$ cat src/rtl/sipo_frame_ctrl_pkg.sv
// Shared types and line-level constants for the framed SIPO receiver.
package sipo_ctrl_pkg;

    typedef enum logic [1:0] {
        IDLE = 2'd0,
        DATA = 2'd1,
        STOP = 2'd2
    } state_t;

    localparam logic START_BIT = 1'b1;
    localparam logic STOP_BIT  = 1'b0;

endpackage

$ cat src/rtl/sipo_frame_ctrl_if.sv
// Serial-side and parallel-side signals of the frame controller.
interface sipo_frame_ctrl_if #(
    parameter int WIDTH = 4
);
    logic             serial_data_in;
    logic             bit_valid;
    logic             data_ready;
    logic             overrun_clr;
    logic [WIDTH-1:0] data_out;
    logic             data_valid;
    logic             frame_err;
    logic             overrun;
    logic             busy;

    modport master (
        output serial_data_in, bit_valid, data_ready, overrun_clr,
        input  data_out, data_valid, frame_err, overrun, busy
    );

    modport slave (
        input  serial_data_in, bit_valid, data_ready, overrun_clr,
        output data_out, data_valid, frame_err, overrun, busy
    );
endinterface

$ cat src/rtl/sipo_frame_ctrl_shift.sv
// Serial-in/parallel-out register that advances only when shift_en is high.
module sipo_shift_en #(
    parameter int WIDTH     = 4,
    parameter bit MSB_FIRST = 1'b1
) (
    input  logic             clk,
    input  logic             rst,
    input  logic             shift_en,
    input  logic             serial_data_in,
    output logic [WIDTH-1:0] q
);
    logic [WIDTH-1:0] r_q;
    logic [WIDTH-1:0] w_q_next;

    // MSB-first shifts toward the top so the first bit ends up in q[WIDTH-1].
    for (genvar gi = 0; gi < WIDTH; gi++) begin : g_bit
        if (MSB_FIRST) begin : g_left
            if (gi == 0) begin : g_in
                assign w_q_next[gi] = serial_data_in;
            end else begin : g_mid
                assign w_q_next[gi] = r_q[gi-1];
            end
        end else begin : g_right
            if (gi == WIDTH-1) begin : g_in
                assign w_q_next[gi] = serial_data_in;
            end else begin : g_mid
                assign w_q_next[gi] = r_q[gi+1];
            end
        end
    end

    always_ff @(posedge clk) begin
        if (rst) begin
            r_q <= '0;
        end else if (shift_en) begin
            r_q <= w_q_next;
        end
    end

    assign q = r_q;
endmodule

$ cat src/rtl/sipo_frame_ctrl.sv
// Start/data/stop framing FSM around the SIPO, with a valid/ready word output
// and sticky overrun when a good word arrives before the previous one is taken.
module sipo_frame_ctrl
    import sipo_ctrl_pkg::*;
#(
    parameter int WIDTH     = 4,
    parameter bit MSB_FIRST = 1'b1
) (
    input logic             clk,
    input logic             rst,
    sipo_frame_ctrl_if.slave bus
);
    localparam int CW = $clog2(WIDTH + 1);

    state_t           r_state;
    state_t           w_state_next;
    logic [CW-1:0]    r_cnt;
    logic [CW-1:0]    w_cnt_next;
    logic             w_shift_en;
    logic             w_good;
    logic             w_bad;
    logic [WIDTH-1:0] w_shift_q;
    logic [WIDTH-1:0] r_data_out;
    logic             r_data_valid;
    logic             r_frame_err;
    logic             r_overrun;
    logic             r_busy;

    sipo_shift_en #(
        .WIDTH     (WIDTH),
        .MSB_FIRST (MSB_FIRST)
    ) u_shift (
        .clk            (clk),
        .rst            (rst),
        .shift_en       (w_shift_en),
        .serial_data_in (bus.serial_data_in),
        .q              (w_shift_q)
    );

    assign w_shift_en = bus.bit_valid && (r_state == DATA);

    always_comb begin
        w_state_next = r_state;
        w_cnt_next   = r_cnt;
        w_good       = 1'b0;
        w_bad        = 1'b0;
        case (r_state)
            IDLE: begin
                if (bus.bit_valid && bus.serial_data_in == START_BIT) begin
                    w_state_next = DATA;
                    w_cnt_next   = '0;
                end
            end
            DATA: begin
                if (bus.bit_valid) begin
                    w_cnt_next = r_cnt + CW'(1);
                    if (r_cnt == CW'(WIDTH - 1)) begin
                        w_state_next = STOP;
                    end
                end
            end
            STOP: begin
                // A bad stop returns to IDLE; it is never reused as a start bit.
                if (bus.bit_valid) begin
                    w_state_next = IDLE;
                    if (bus.serial_data_in == STOP_BIT) begin
                        w_good = 1'b1;
                    end else begin
                        w_bad = 1'b1;
                    end
                end
            end
            default: begin
                w_state_next = IDLE;
            end
        endcase
    end

    always_ff @(posedge clk) begin
        if (rst) begin
            r_state <= IDLE;
            r_cnt   <= '0;
            r_busy  <= 1'b0;
        end else begin
            r_state <= w_state_next;
            r_cnt   <= w_cnt_next;
            r_busy  <= (w_state_next != IDLE);
        end
    end

    // Commit wins over the handshake clear so a back-to-back word is not lost.
    always_ff @(posedge clk) begin
        if (rst) begin
            r_data_out   <= '0;
            r_data_valid <= 1'b0;
            r_frame_err  <= 1'b0;
            r_overrun    <= 1'b0;
        end else begin
            r_frame_err <= w_bad;
            if (w_good && (!r_data_valid || bus.data_ready)) begin
                r_data_out   <= w_shift_q;
                r_data_valid <= 1'b1;
            end else if (r_data_valid && bus.data_ready) begin
                r_data_valid <= 1'b0;
            end
            if (w_good && r_data_valid && !bus.data_ready) begin
                r_overrun <= 1'b1;
            end else if (bus.overrun_clr) begin
                r_overrun <= 1'b0;
            end
        end
    end

    assign bus.data_out   = r_data_out;
    assign bus.data_valid = r_data_valid;
    assign bus.frame_err  = r_frame_err;
    assign bus.overrun    = r_overrun;
    assign bus.busy       = r_busy;
endmodule

$ cat src/flat_wrapper.sv
// flat-port wrapper written by rule: the top's interface ports become plain ports
module sipo_frame_ctrl_flat import sipo_ctrl_pkg::*;
#(
    parameter int WIDTH     = 4,
    parameter bit MSB_FIRST = 1'b1
)
  (clk, rst, bus_serial_data_in, bus_bit_valid, bus_data_ready, bus_overrun_clr, bus_data_out, bus_data_valid, bus_frame_err, bus_overrun, bus_busy);
  sipo_frame_ctrl_if #(.WIDTH(WIDTH)) bus_i ();
  input logic clk;
  input logic rst;
  input wire logic [$bits(bus_i.serial_data_in)-1:0] bus_serial_data_in;
  input wire logic [$bits(bus_i.bit_valid)-1:0] bus_bit_valid;
  input wire logic [$bits(bus_i.data_ready)-1:0] bus_data_ready;
  input wire logic [$bits(bus_i.overrun_clr)-1:0] bus_overrun_clr;
  output wire logic [$bits(bus_i.data_out)-1:0] bus_data_out;
  output wire logic [$bits(bus_i.data_valid)-1:0] bus_data_valid;
  output wire logic [$bits(bus_i.frame_err)-1:0] bus_frame_err;
  output wire logic [$bits(bus_i.overrun)-1:0] bus_overrun;
  output wire logic [$bits(bus_i.busy)-1:0] bus_busy;
  assign bus_i.serial_data_in = bus_serial_data_in;
  assign bus_i.bit_valid = bus_bit_valid;
  assign bus_i.data_ready = bus_data_ready;
  assign bus_i.overrun_clr = bus_overrun_clr;
  assign bus_data_out = bus_i.data_out;
  assign bus_data_valid = bus_i.data_valid;
  assign bus_frame_err = bus_i.frame_err;
  assign bus_overrun = bus_i.overrun;
  assign bus_busy = bus_i.busy;
  sipo_frame_ctrl #(.WIDTH(WIDTH), .MSB_FIRST(MSB_FIRST)) u_core (.clk(clk), .rst(rst), .bus(bus_i));
endmodule
$ cat config.mk
export PLATFORM = sky130hd
export DESIGN_NAME = sipo_frame_ctrl_flat
export DESIGN_NICKNAME = d
export VERILOG_FILES = /design/src/rtl/sipo_frame_ctrl_pkg.sv /design/src/rtl/sipo_frame_ctrl_if.sv /design/src/rtl/sipo_frame_ctrl_shift.sv /design/src/rtl/sipo_frame_ctrl.sv /design/src/flat_wrapper.sv
export SDC_FILE = /design/constraint.sdc
export NUM_CORES = 1
export LEC_CHECK = 0
export ABC_AREA = 1
export CORE_MARGIN = 2
export CORE_UTILIZATION = 52
export CTS_BUF_LIST = sky130_fd_sc_hd__clkbuf_2 sky130_fd_sc_hd__clkbuf_4 sky130_fd_sc_hd__clkbuf_8
export CTS_CLUSTER_DIAMETER = 60
export DETAILED_ROUTE_END_ITERATION = 8
export GPL_ROUTABILITY_DRIVEN = 0
export GPL_TIMING_DRIVEN = 0
export PLACE_DENSITY = 0.79
export SLEW_MARGIN = 30
export SYNTH_ARGS = -nofsm -noshare
export SYNTH_HDL_FRONTEND = slang
export SYNTH_SLANG_ARGS = --single-unit
$ cat constraint.sdc
create_clock -name clk -period 1.2 [get_ports clk]
set_input_delay 0.12 -clock clk [delete_from_list [all_inputs] [get_ports clk]]
set_output_delay 0.12 -clock clk [all_outputs]
set_load 0.01 [all_outputs]
# After elaboration in Yosys (flattened, before gate mapping)
# Index checks and enable logic that the tools add are counted.
dict set report word_totals {
  regBits 17
  inputBits 6
  out_inout_bits 8
  word_cells 48
}
dict set report op_classes {
  add_sub_neg 1
  n_eq_ne 5
  mux 16
  n_bitwise 2
  reduce_logical 16
}
# cell count
set op_table {}
lappend op_table {{two-way mux 1 bit} 8}
lappend op_table {{two-way mux 2 bit} 4}
lappend op_table {{nonzero test 2 bit} 4}
lappend op_table {{logical AND 1 bit} 6}
lappend op_table {{two-way mux 3 bit} 2}
lappend op_table {{one-hot mux 2 bit (3 select lines)} 1}
lappend op_table {{one-hot mux 3 bit (2 select lines)} 1}
lappend op_table {{adder 3 x 1 -> 3 bit, second input constant} 1}
lappend op_table {{== test 3 x 2 -> 1 bit, second input constant} 1}
lappend op_table {{AND reduction 3 bit} 1}
lappend op_table {{OR reduction 3 bit} 1}
lappend op_table {{== test 2 x 1 -> 1 bit, second input constant} 1}
lappend op_table {{== test 2 bit, second input constant} 1}
lappend op_table {{logical NOT 1 bit} 2}
lappend op_table {{logical NOT 2 bit} 1}
lappend op_table {{inequality test 2 x 1 -> 1 bit, second input constant} 1}
lappend op_table {{inequality test 2 bit, second input constant} 1}
lappend op_table {{NOT 1 bit} 2}
lappend op_table {{logical OR 1 bit} 1}

# Longest topological paths before layout
# Gate-level depths: netlist (run 1).
dict set report depth {
  word_depth 6
  depth_mapped 8
  depth_no_buf 8
}

# Hierarchy
# A second synthesis (run 1) with hierarchy kept.
dict set report unflattened {
  cells_unflattened 114
  hier_area_um2 799.5
}
# mod instances cells_each area_per_inst_um2
set modules_own_cells {}
lappend modules_own_cells {sipo_frame_ctrl 1 88 624.3}
lappend modules_own_cells {sipo_shift_en 1 26 175.2}

# Worst setup path before layout (run 1)
# Ideal clock, no wire load.
dict set report synth_timing {
  path_type {register -> register}
  from {reg u_core.r_cnt[0]}
  to {reg u_core.r_busy, in the netlist u_core.bus.busy}
  setup_time_ps 58
  arrival_ps 996
  required_ps 1142
  path_slack_ps 146
  path_stages_with_launch 8
  cell_sequence {dfxtp_1 -> ha_1 -> ha_1 -> nand2_1 -> inv_1 -> o21ai_0 -> nand2_1 -> nand2_1}
}
dict set report synth_between {
  elab_chain_len 5
}
# element line
set synth_lines {}
lappend synth_lines {{from (decl)} sipo_frame_ctrl.sv:17} ;# logic [CW-1:0] r_cnt;
lappend synth_lines {{from (signal assigned)} sipo_frame_ctrl.sv:86} ;# r_cnt <= w_cnt_next;
lappend synth_lines {{== test 3 x 2 -> 1 bit} sipo_frame_ctrl.sv:57} ;# if (r_cnt == CW'(WIDTH - 1)) begin
lappend synth_lines {{two-way mux 2 bit} sipo_frame_ctrl.sv:57}
lappend synth_lines {{two-way mux 2 bit} sipo_frame_ctrl.sv:55} ;# if (bus.bit_valid) begin
lappend synth_lines {{one-hot mux 2 bit (3 select lines)} sipo_frame_ctrl.sv:47} ;# case (r_state)
lappend synth_lines {{nonzero test 2 bit} sipo_frame_ctrl.sv:87} ;# r_busy <= (w_state_next != IDLE);
lappend synth_lines {{to (signal assigned)} sipo_frame_ctrl.sv:87}
lappend synth_lines {{to (decl)} sipo_frame_ctrl.sv:27} ;# logic r_busy;
# Every way passes these cells.
# A chain may end at the register's enable or synchronous reset.

# Worst setup path in the final report (run 1)
# Ends and elaborated chain as after synthesis.

==> impl_metrics.ini, run 1 <==
[routing]
wl_met2_um = 592
routed-wl-met3_um = 68
routedWlPerCell_um = 9.40
routed_wirelength_um = 1310
total_via_count_after_detailed_routing = 660
first_iter_violations = 12
antenna_violating_nets_post_route = 0
initial_drt_pass_iterations = 4
wl_met1_um = 624
drc_errors = 0
routed.top_layer = met4
drt-vias-per-instance = 4.75

[global_route]
grt_max_degree = 11
grt-ovfl-total = 0
groute.usage.overall_pct = 15.7
number_of_global_route_vias_before_repair = 543
grt_antenna_before_repair = 0
global_route_wire_length_before_repair_um = 2140

[power]
power.total_mw = 1.03
intPower_mw = 0.782
max-vdd-ir-drop_uv = 628
power.density_nw_per_um2 = 1090
power.leakage_nw = 0.476
combPwrFrac_pct = 10.3
sequentialPowerShare_pct = 57.9
switching_share_pct = 23.8
part_of_the_total_power_dissipated_in_the_clock_network_pct = 31.8
p_switching_mw = 0.244

[worst_setup_path]
critPathArrivalTime_ps = 1290
worst_setup_path_end_kind = register
critical_path_peak_fanout = 3
critical_path_required_ps = 1400
path_class = register to register
critPathLaunchType = register

[final_layout]
insertedDiodeCount = 0
share_of_post_route_cells_with_drive_strength_above_1_pct = 14.5
final_cell_mix = 21 x sky130_fd_sc_hd__inv_1, 21 x sky130_fd_sc_hd__nand2_1, 15 x sky130_fd_sc_hd__dfxtp_1
finalNetCount = 133
area_delta_synth_final_pct = 24.1
design_area_um2 = 942
multiInputGateArea_um2 = 324
final-instance-count-excl-fill = 139
n_fill_cell = 109
final-seq-area_um2 = 343

[floorplan]
fp-row-count = 13
core_um2 = 1330
pin_count = 14
fp.dieH_um = 42.2
floorplan.die_area_um2 = 1780
die_x_um = 42.2
initial_utilization_pct = 56.9

[logic_synthesis]
main_combinational_cell_family_by_area_after_synthesis = simple AND/OR/NAND/NOR gates
synth_top_area_cell = sky130_fd_sc_hd__dfxtp_1
postSynth.asyncResetShare_pct = 0
yosys_warnings = 0
synth_flop_cell = sky130_fd_sc_hd__dfxtp_1
synth_top_cells_by_area = sky130_fd_sc_hd__dfxtp_1 45%, sky130_fd_sc_hd__inv_1 11%, sky130_fd_sc_hd__nand2_1 11%
synth_enable_flop_cells = 0
muxShareOfSynthArea_pct = 0
synth_simple_gate_area_share_pct = 28.7
post_synth_fa_ha_maj_area_fraction_pct = 3.29
xor_xnor_cell_area_share_of_the_yosys_netlist_pct = 0
synth_fp_nets = 115
mappedNetlistArea_um2 = 759
avgSynthCellArea_um2 = 7.10
seq_area_frac_synth_pct = 44.8
synth_seq_cells = 17
yosysTopAreaCellShare_pct = 44.8
netlist-cell-type-count = 17
synth-compound-area-share_pct = 9.23
number_of_standard_cells_after_synthesis = 107

[place]
dpl.cell_count = 135
numPortBuffers = 13
postPlaceCellArea_um2 = 908
post-dp-hpwl_um = 993

[cts]
cts.reportedPaths.clkPinSlew_ps = 100
numCtsBuffers = 3
cts_tree = built
clockRootBuffer = sky130_fd_sc_hd__clkbuf_4
cts_num_sinks = 17
max-clock-path-buffers = 2
worst_skew_pair.late_latency_ps = 290
cts-htree-levels = 1
cts_post_setup_buffers_inserted = 0

[timing]
slew_viol_final = 0
timing.slew.headroom_pct = 83.1
timing.clock.skew_ps = 4.04
finalHoldViolCount = 0
timing.final.setup_violations = 0
grt_setup_unrepaired = false
worst_pin_slew_ps = 253
layout_min_cycle_time_ps = 1100
maxClockFrequency_mhz = 912
finalCritPeriodShare_pct = 91.4

[worst_hold_path]
hp-class = input pin to register

[run]
drv.max_cap_violation_count = 0

[run_status]
status = finished clean
## synth_stat cells (2+ instances only)
| library cell | n |
|---|---|
| sky130_fd_sc_hd__dfxtp_1 | 17 |
| sky130_fd_sc_hd__o21ai_1 | 3 |
| sky130_fd_sc_hd__inv_1 | 22 |
| sky130_fd_sc_hd__nand3_1 | 8 |
| sky130_fd_sc_hd__nor2_1 | 11 |
| sky130_fd_sc_hd__nand3_2 | 2 |
| sky130_fd_sc_hd__a21oi_1 | 9 |
| sky130_fd_sc_hd__nand3b_1 | 2 |
| sky130_fd_sc_hd__o21ai_0 | 2 |
| sky130_fd_sc_hd__nand2_1 | 22 |
| sky130_fd_sc_hd__ha_1 | 2 |
| sky130_fd_sc_hd__inv_2 | 2 |
## worst paths after layout
kind | from | to | slack, ps | cells after the start
setup / recovery | u_core.r_cnt[0] | u_core.bus.busy | 100 | 8
hold / removal | bus_overrun_clr | u_core.bus.overrun | 450 | 4
setup reg to reg | u_core.r_cnt[0] | u_core.bus.busy | 100 | 8
hold reg to reg | u_core.u_shift.q[3] | u_core.u_shift.q[3] | 470 | 2
## sequential cells by signal, indices dropped and copies added, names as in the netlist
register and flops:
u_core.r_cnt 3, u_core.bus.data_out 4, u_core.bus.data_valid 1, u_core.r_state 2, u_core.bus.overrun 1, u_core.bus.frame_err 1, u_core.u_shift.q 4, u_core.bus.busy 1
## cells by family (layout without fill, tap and decap cells)
kind of cell,Yosys count,count (layout)
compound gates,14,14
fa+ha+maj,2,2
buf+inv,26,43
flops,17,17
simple gates,48,48
## critical path, stage by stage (launching register included)
cell and delay, ps:
sky130_fd_sc_hd__dfxtp_2 340, sky130_fd_sc_hd__ha_2 170, sky130_fd_sc_hd__ha_1 170, sky130_fd_sc_hd__nand2_1 70, sky130_fd_sc_hd__inv_2 40, sky130_fd_sc_hd__nand3_1 50
sky130_fd_sc_hd__nand2_1 60, sky130_fd_sc_hd__nand2_2 60, sky130_fd_sc_hd__nand2_1 40
## stage by stage
stage | worst slack, ps | hold WS (ps) | utilization (%) | setup TNS (ps)
6_report | 103 | 453 | 70.6 | 0
5_1_grt | 9.11 | 486 | 70.6 | 0
4_1_cts | 55.7 | 450 | 69.6 | 0
3_5_place_dp | -167 | 458 | 68.1 | -1740
3_3_place_gp | -157 | 448 | 68.1 | -1520
2_1_floorplan | 146 | 189 | - | 0
## layer usage
metal	vias to the layer above	track usage, %
li1	364	-
met1	278	19.7
met2	15	24.6
met3	3	4.31
met4	0	7.50
met5	-	0
## final cells by class
| cell class | instances | share of cell area (%) |
|---|---|---|
| Sequential cell | 17 | 36.4 |
| Timing Repair Buffer | 13 | 12.7 |
| Inverter | 24 | 9.56 |
| Buffer | 2 | 1.73 |
| Multi-Input combinational cell | 64 | 34.4 |
| Tap cell | 15 | 1.99 |
| Clock buffer | 4 | 3.19 |
## power groups by stage
stage	clock (mW)	combinational, mW	sequential, mW
4_1_cts	0.341	0.103	0.593
6_report	0.327	0.106	0.594
3_5_place_dp	0	0.103	0.606
5_1_grt	0.358	0.120	0.596
2_1_floorplan	0	0.0640	0.605
3_3_place_gp	0	0.102	0.606
## what timing repair did
| action | CTS | global route |
|---|---|---|
| setup endpoints to repair | 8 | 7 |
| gates resized for setup | 8 | 8 |
| hold buffers | 0 | 0 |
Power figures use the tool's default switching activity.
==> run 2, diff against run 1 <==
- CORE_AREA: unset -> 2 2 39 41
- CORE_MARGIN: 2 -> unset
- CORE_UTILIZATION: 52 -> unset
- CTS_CLUSTER_SIZE: unset -> 25
- DIE_AREA: unset -> 0 0 41 43
- DONT_BUFFER_PORTS: unset -> 1
- PLACE_DENSITY: 0.79 -> 0.73
==> run 2 against run 1 <==
The run now ends with negative hold slack left. Fmax about the same. Register-to-register slack is essentially flat. Count of clock-buffer cells in the layout stayed put. Worst setup slack hardly changed. Sequential share of layout area rose by 2.6 points. Sequential power rose by 0.7%. Critical path type unchanged. Highest routed layer unchanged.
==> impl_metrics.ini, run 2 (synthesis gave the netlist of run 1 again) <==
[timing]
timing.clock.skew_ps = 1.19
layout_min_cycle_time_ps = 1100
setup_slack_ps = 103
grt_setup_unrepaired = false
hold_ws_ps = -1.38
timing.final.setup_violations = 0
finalHoldViolCount = 1
slew_viol_final = 0
finalCritPeriodShare_pct = 91.4
fin_tns_setup_ps = 0
maxClockFrequency_mhz = 912
timing.slew.headroom_pct = 82.4
worst_pin_slew_ps = 264

[routing]
routed-wl-met3_um = 88
wl_met1_um = 635
drc_errors = 0
drt-vias-per-instance = 5.05
routedWlPerCell_um = 10.8
routed.top_layer = met4
first_iter_violations = 21
initial_drt_pass_iterations = 4
total_via_count_after_detailed_routing = 661
antenna_violating_nets_post_route = 0
wl_met2_um = 681
routed_wirelength_um = 1410

[place]
dpl.cell_count = 123
numPortBuffers = 0
post-dp-hpwl_um = 981
detailedPlace.worstSlack_ps = 73.8

[worst_setup_path]
critical-path-slowest-cell = sky130_fd_sc_hd__dfxtp_1
r2r_start = u_core.r_state[0]
worst-path-buf-inv = 1
critical_path_peak_fanout = 10
worstPathCellList = nand3_2, buf_6, a21oi_1, nor2_1
worst_r2r_path_depth = 4
worstReg2RegEnd = u_core.r_cnt[2]
worst_setup_path_end_kind = register
crit_path_max_incr_delay_ps = 480
reg2reg_slack_ps = 100
path_class = register to register
cp_top_family = flip-flops
critPathLaunchType = register
worst-path-stages = 4
critPathArrivalTime_ps = 1280
critical_path_required_ps = 1380

[worst_hold_path]
hold_path_startpoint = bus_bit_valid
hp-class = input pin to register
worst_hold_path.num_cells = 2
worst_hold_path.endpoint = u_core.r_cnt[1]

[floorplan]
core_um2 = 1380
initial_utilization_pct = 54.9
die_x_um = 41
fp.dieH_um = 43
pin_count = 14
floorplan.die_area_um2 = 1760
fp-row-count = 14

[run_status]
violations = negative hold slack
status = finished with violations

[final_layout]
finalNetCount = 124
share_of_post_route_cells_with_drive_strength_above_1_pct = 13.9
final_common_cell = sky130_fd_sc_hd__inv_1
final_cell_mix = 22 x sky130_fd_sc_hd__inv_1, 21 x sky130_fd_sc_hd__nand2_1, 15 x sky130_fd_sc_hd__dfxtp_1
area_delta_synth_final_pct = 15.8
final-instance-count-excl-fill = 131
insertedDiodeCount = 0

[global_route]
groute.usage.overall_pct = 18.2
number_of_global_route_vias_before_repair = 568
grt_max_degree = 11
global_route_wire_length_before_repair_um = 2260
grt_antenna_before_repair = 0
grt-ovfl-total = 0

[cts]
cts_tree = built
cts.reportedPaths.clkPinSlew_ps = 90
cts_num_sinks = 17
numCtsBuffers = 3
cts-htree-levels = 1
clockRootBuffer = sky130_fd_sc_hd__clkbuf_4
max-clock-path-buffers = 2
worst_skew_pair.late_latency_ps = 280
cts_post_setup_buffers_inserted = 0

[power]
max-vdd-ir-drop_uv = 563
power.leakage_nw = 0.410
power.density_nw_per_um2 = 1150

[run]
drv.max_cap_violation_count = 0
-- run 2: cell count changes in the layout (fill, tap and decap cells not counted), moves of 2 or more --
cell,change
sky130_fd_sc_hd__ha_4,+2
sky130_fd_sc_hd__clkdlybuf4s50_1,-5
sky130_fd_sc_hd__dlygate4sd3_1,+4
sky130_fd_sc_hd__dlygate4sd2_1,-8
-- run 2: power breakdown --
group	switching [mW]	total [mW]	internal, mW
sequential	0.0147	0.598	0.583
combinational	0.0526	0.0935	0.0408
clock	0.169	0.321	0.152
-- run 2: metal layers --
metal	vias to the layer above	GRT usage, %
met5	-	0
met4	0	6.00
met3	2	5.24
met2	22	28.1
met1	291	23.3
li1	346	-
-- run 2: layout make-up --
type                       count  area [µm²]
fill                         123         504
sequential                    17         343
multi-input combinational     64         340
inverter                      24        90.1
timing repair buffer           4        40.0
clock buffer                   4        30.0
tap                           16        20.0
buffer                         2        16.3
-- run 2: worst max-delay path by stage --
| stage | startpoint | to | slack, ps |
|---|---|---|---|
| finish | u_core.r_state[0] | u_core.r_cnt[2] | 100 |
| CTS | u_core.r_cnt[0] | u_core.bus.busy | 50 |
| detailed placement | u_core.r_cnt[0] | u_core.bus.busy | 70 |
| floorplan | u_core.r_cnt[0] | u_core.bus.busy | 150 |
| global route | u_core.r_cnt[0] | u_core.bus.busy | 8 |
| global placement | u_core.r_cnt[0] | u_core.bus.busy | 90 |
-- run 2: per-stage QoR --
stage               instance area, µm²  hold WS (ps)  util (%)  power (mW)
finish                             880         -1.38      63.6        1.01
floorplan                          759           189         -       0.669
CTS                                850         0.220      61.4        1.01
global route                       880          4.28      63.6        1.06
global placement                   779           190      56.3       0.681
detailed placement                 779           192      56.3       0.685
-- run 2: timing repair --
| action | in CTS | in global routing |
|---|---|---|
| resized for setup | 0 | 8 |
| hold endpoints to repair | 4 | 0 |
| setup endpoints to repair | 0 | 3 |
| hold buffers | 4 | 0 |
==> run 3, diff against run 2 <==
- MAX_ROUTING_LAYER: unset -> met4
- SKIP_CTS_REPAIR_TIMING: unset -> 1
==> run 3 against run 2 <==
The run now ends clean. Register-to-register slack hardly changed. Via count is 1.4% lower. Sequential share of layout area stayed put. Core utilization stayed put. Largest cell class unchanged. Largest power group unchanged. Non-clock buffer count stayed put. Worst setup slack better by 2.7 ps. Clock power hardly changed. Critical endpoint is now u_core.bus.data_out[2].
==> impl_metrics.ini, run 3 (synthesis gave the netlist of run 1 again) <==
[cts]
worst_skew_pair.late_latency_ps = 280
cts_tree = built
numCtsBuffers = 3
cts.reportedPaths.clkPinSlew_ps = 90
cts_num_sinks = 17
max-clock-path-buffers = 2
clockRootBuffer = sky130_fd_sc_hd__clkbuf_4
cts-htree-levels = 1

[final_layout]
final_common_cell = sky130_fd_sc_hd__inv_1
n_fill_cell = 123
final_cell_mix = 22 x sky130_fd_sc_hd__inv_1, 21 x sky130_fd_sc_hd__nand2_1, 15 x sky130_fd_sc_hd__dfxtp_1
final-instance-count-excl-fill = 131
area_delta_synth_final_pct = 15.8
insertedDiodeCount = 0
share_of_post_route_cells_with_drive_strength_above_1_pct = 13.9
finalNetCount = 124

[power]
combPwrFrac_pct = 9.4
power.leakage_nw = 0.410
intPower_mw = 0.776
sequentialPowerShare_pct = 59.0
power.density_nw_per_um2 = 1150
max-vdd-ir-drop_uv = 566
switching_share_pct = 23.4
part_of_the_total_power_dissipated_in_the_clock_network_pct = 31.6
p_switching_mw = 0.237

[routing]
drc_errors = 0
drt-vias-per-instance = 4.98
routedWlPerCell_um = 10.5
total_via_count_after_detailed_routing = 652
initial_drt_pass_iterations = 4
first_iter_violations = 9
routed_wirelength_um = 1370
antenna_violating_nets_post_route = 0

[floorplan]
core_um2 = 1380
fp.dieH_um = 43
fp-row-count = 14
pin_count = 14
floorplan.die_area_um2 = 1760
die_x_um = 41
initial_utilization_pct = 54.9

[global_route]
number_of_global_route_vias_before_repair = 547
grt-ovfl-total = 0
grt_max_degree = 11
grt_antenna_before_repair = 0
groute.usage.overall_pct = 17.9
global_route_wire_length_before_repair_um = 2140

[run_status]
status = finished clean

[worst_hold_path]
hp-class = input pin to register
worst_hold_path.endpoint = u_core.u_shift.q[0]
worst_hold_path.num_cells = 3
hold_path_startpoint = rst

[timing]
maxClockFrequency_mhz = 914
finalCritPeriodShare_pct = 91.2
slew_viol_final = 0
timing.final.setup_violations = 0
timing.slew.headroom_pct = 83.0
fin_tns_setup_ps = 0
timing.clock.skew_ps = 1.20
worst_pin_slew_ps = 254
layout_min_cycle_time_ps = 1090
grt_setup_unrepaired = false
finalHoldViolCount = 0

[worst_setup_path]
worst_setup_path_end_kind = register
critical_path_required_ps = 1390
r2r_start = u_core.r_state[0]
path_class = register to register
critical_path_peak_fanout = 7
critPathArrivalTime_ps = 1280
worst_r2r_path_depth = 6
worstReg2RegEnd = u_core.bus.data_out[2]
critPathLaunchType = register
reg2reg_slack_ps = 110

[place]
post-dp-hpwl_um = 981
dpl.cell_count = 123
numPortBuffers = 0

[run]
drv.max_cap_violation_count = 0
## run 3: layout make-up
cell class              instances  area (µm²)  share of cell area [%]
multi-input cells              64         340                    38.7
clock buffers                   4        30.0                    3.41
repair buffers                  4        40.0                    4.55
flip-flops and latches         17         343                    39.0
inverters                      24        90.1                    10.2
plain buffers                   2        16.3                    1.85
well taps                      16        20.0                    2.28
## run 3: critical path: stages (launching register included)
cell and delay (ps):
sky130_fd_sc_hd__dfxtp_1 390, sky130_fd_sc_hd__inv_1 100, sky130_fd_sc_hd__nand2_1 70, sky130_fd_sc_hd__nor2_1 230
sky130_fd_sc_hd__nand3_1 110, sky130_fd_sc_hd__nand2_1 70, sky130_fd_sc_hd__nor2_1 30
## run 3: stage by stage
step / hold WS (ps) / worst slack [ps] / area [µm²] / utilization (%) / power [mW]
after CTS: -114 / 49.8 / 810 / 58.5 / 0.999
after floorplan: 189 / 146 / 759 / - / 0.669
after global placement: 190 / 92.6 / 779 / 56.3 / 0.681
after global routing: 14.9 / 15.4 / 880 / 63.6 / 1.07
after detailed placement: 192 / 73.8 / 779 / 56.3 / 0.685
final: 23.3 / 106 / 880 / 63.6 / 1.01
## run 3: worst max path at each step
stage | from | endpoint | slack [ps]
4_1_cts | u_core.r_cnt[0] | u_core.bus.busy | 50
3_5_place_dp | u_core.r_cnt[0] | u_core.bus.busy | 70
6_report | u_core.r_state[0] | u_core.bus.data_out[2] | 110
5_1_grt | u_core.r_state[0] | u_core.u_shift.q[1] | 20
3_3_place_gp | u_core.r_cnt[0] | u_core.bus.busy | 90
2_1_floorplan | u_core.r_cnt[0] | u_core.bus.busy | 150
## run 3: routing by layer
metal / global-route usage, % / share of wire [%] / up-vias
met3: 7.33 / 6.2 / 0
met5: - / 0 / -
met2: 26.9 / 47 / 19
li1: - / - / 347
met1: 21.0 / 47 / 286
met4: 6.00 / 0 / 0
## run 3: power groups by stage
stage	Combinational, mW	Clock, mW	Sequential [mW]
after floorplan	0.0640	0	0.605
after global placement	0.0734	0	0.607
after detailed placement	0.0762	0	0.608
after CTS	0.0765	0.327	0.595
after global routing	0.109	0.359	0.601
final	0.0953	0.320	0.598
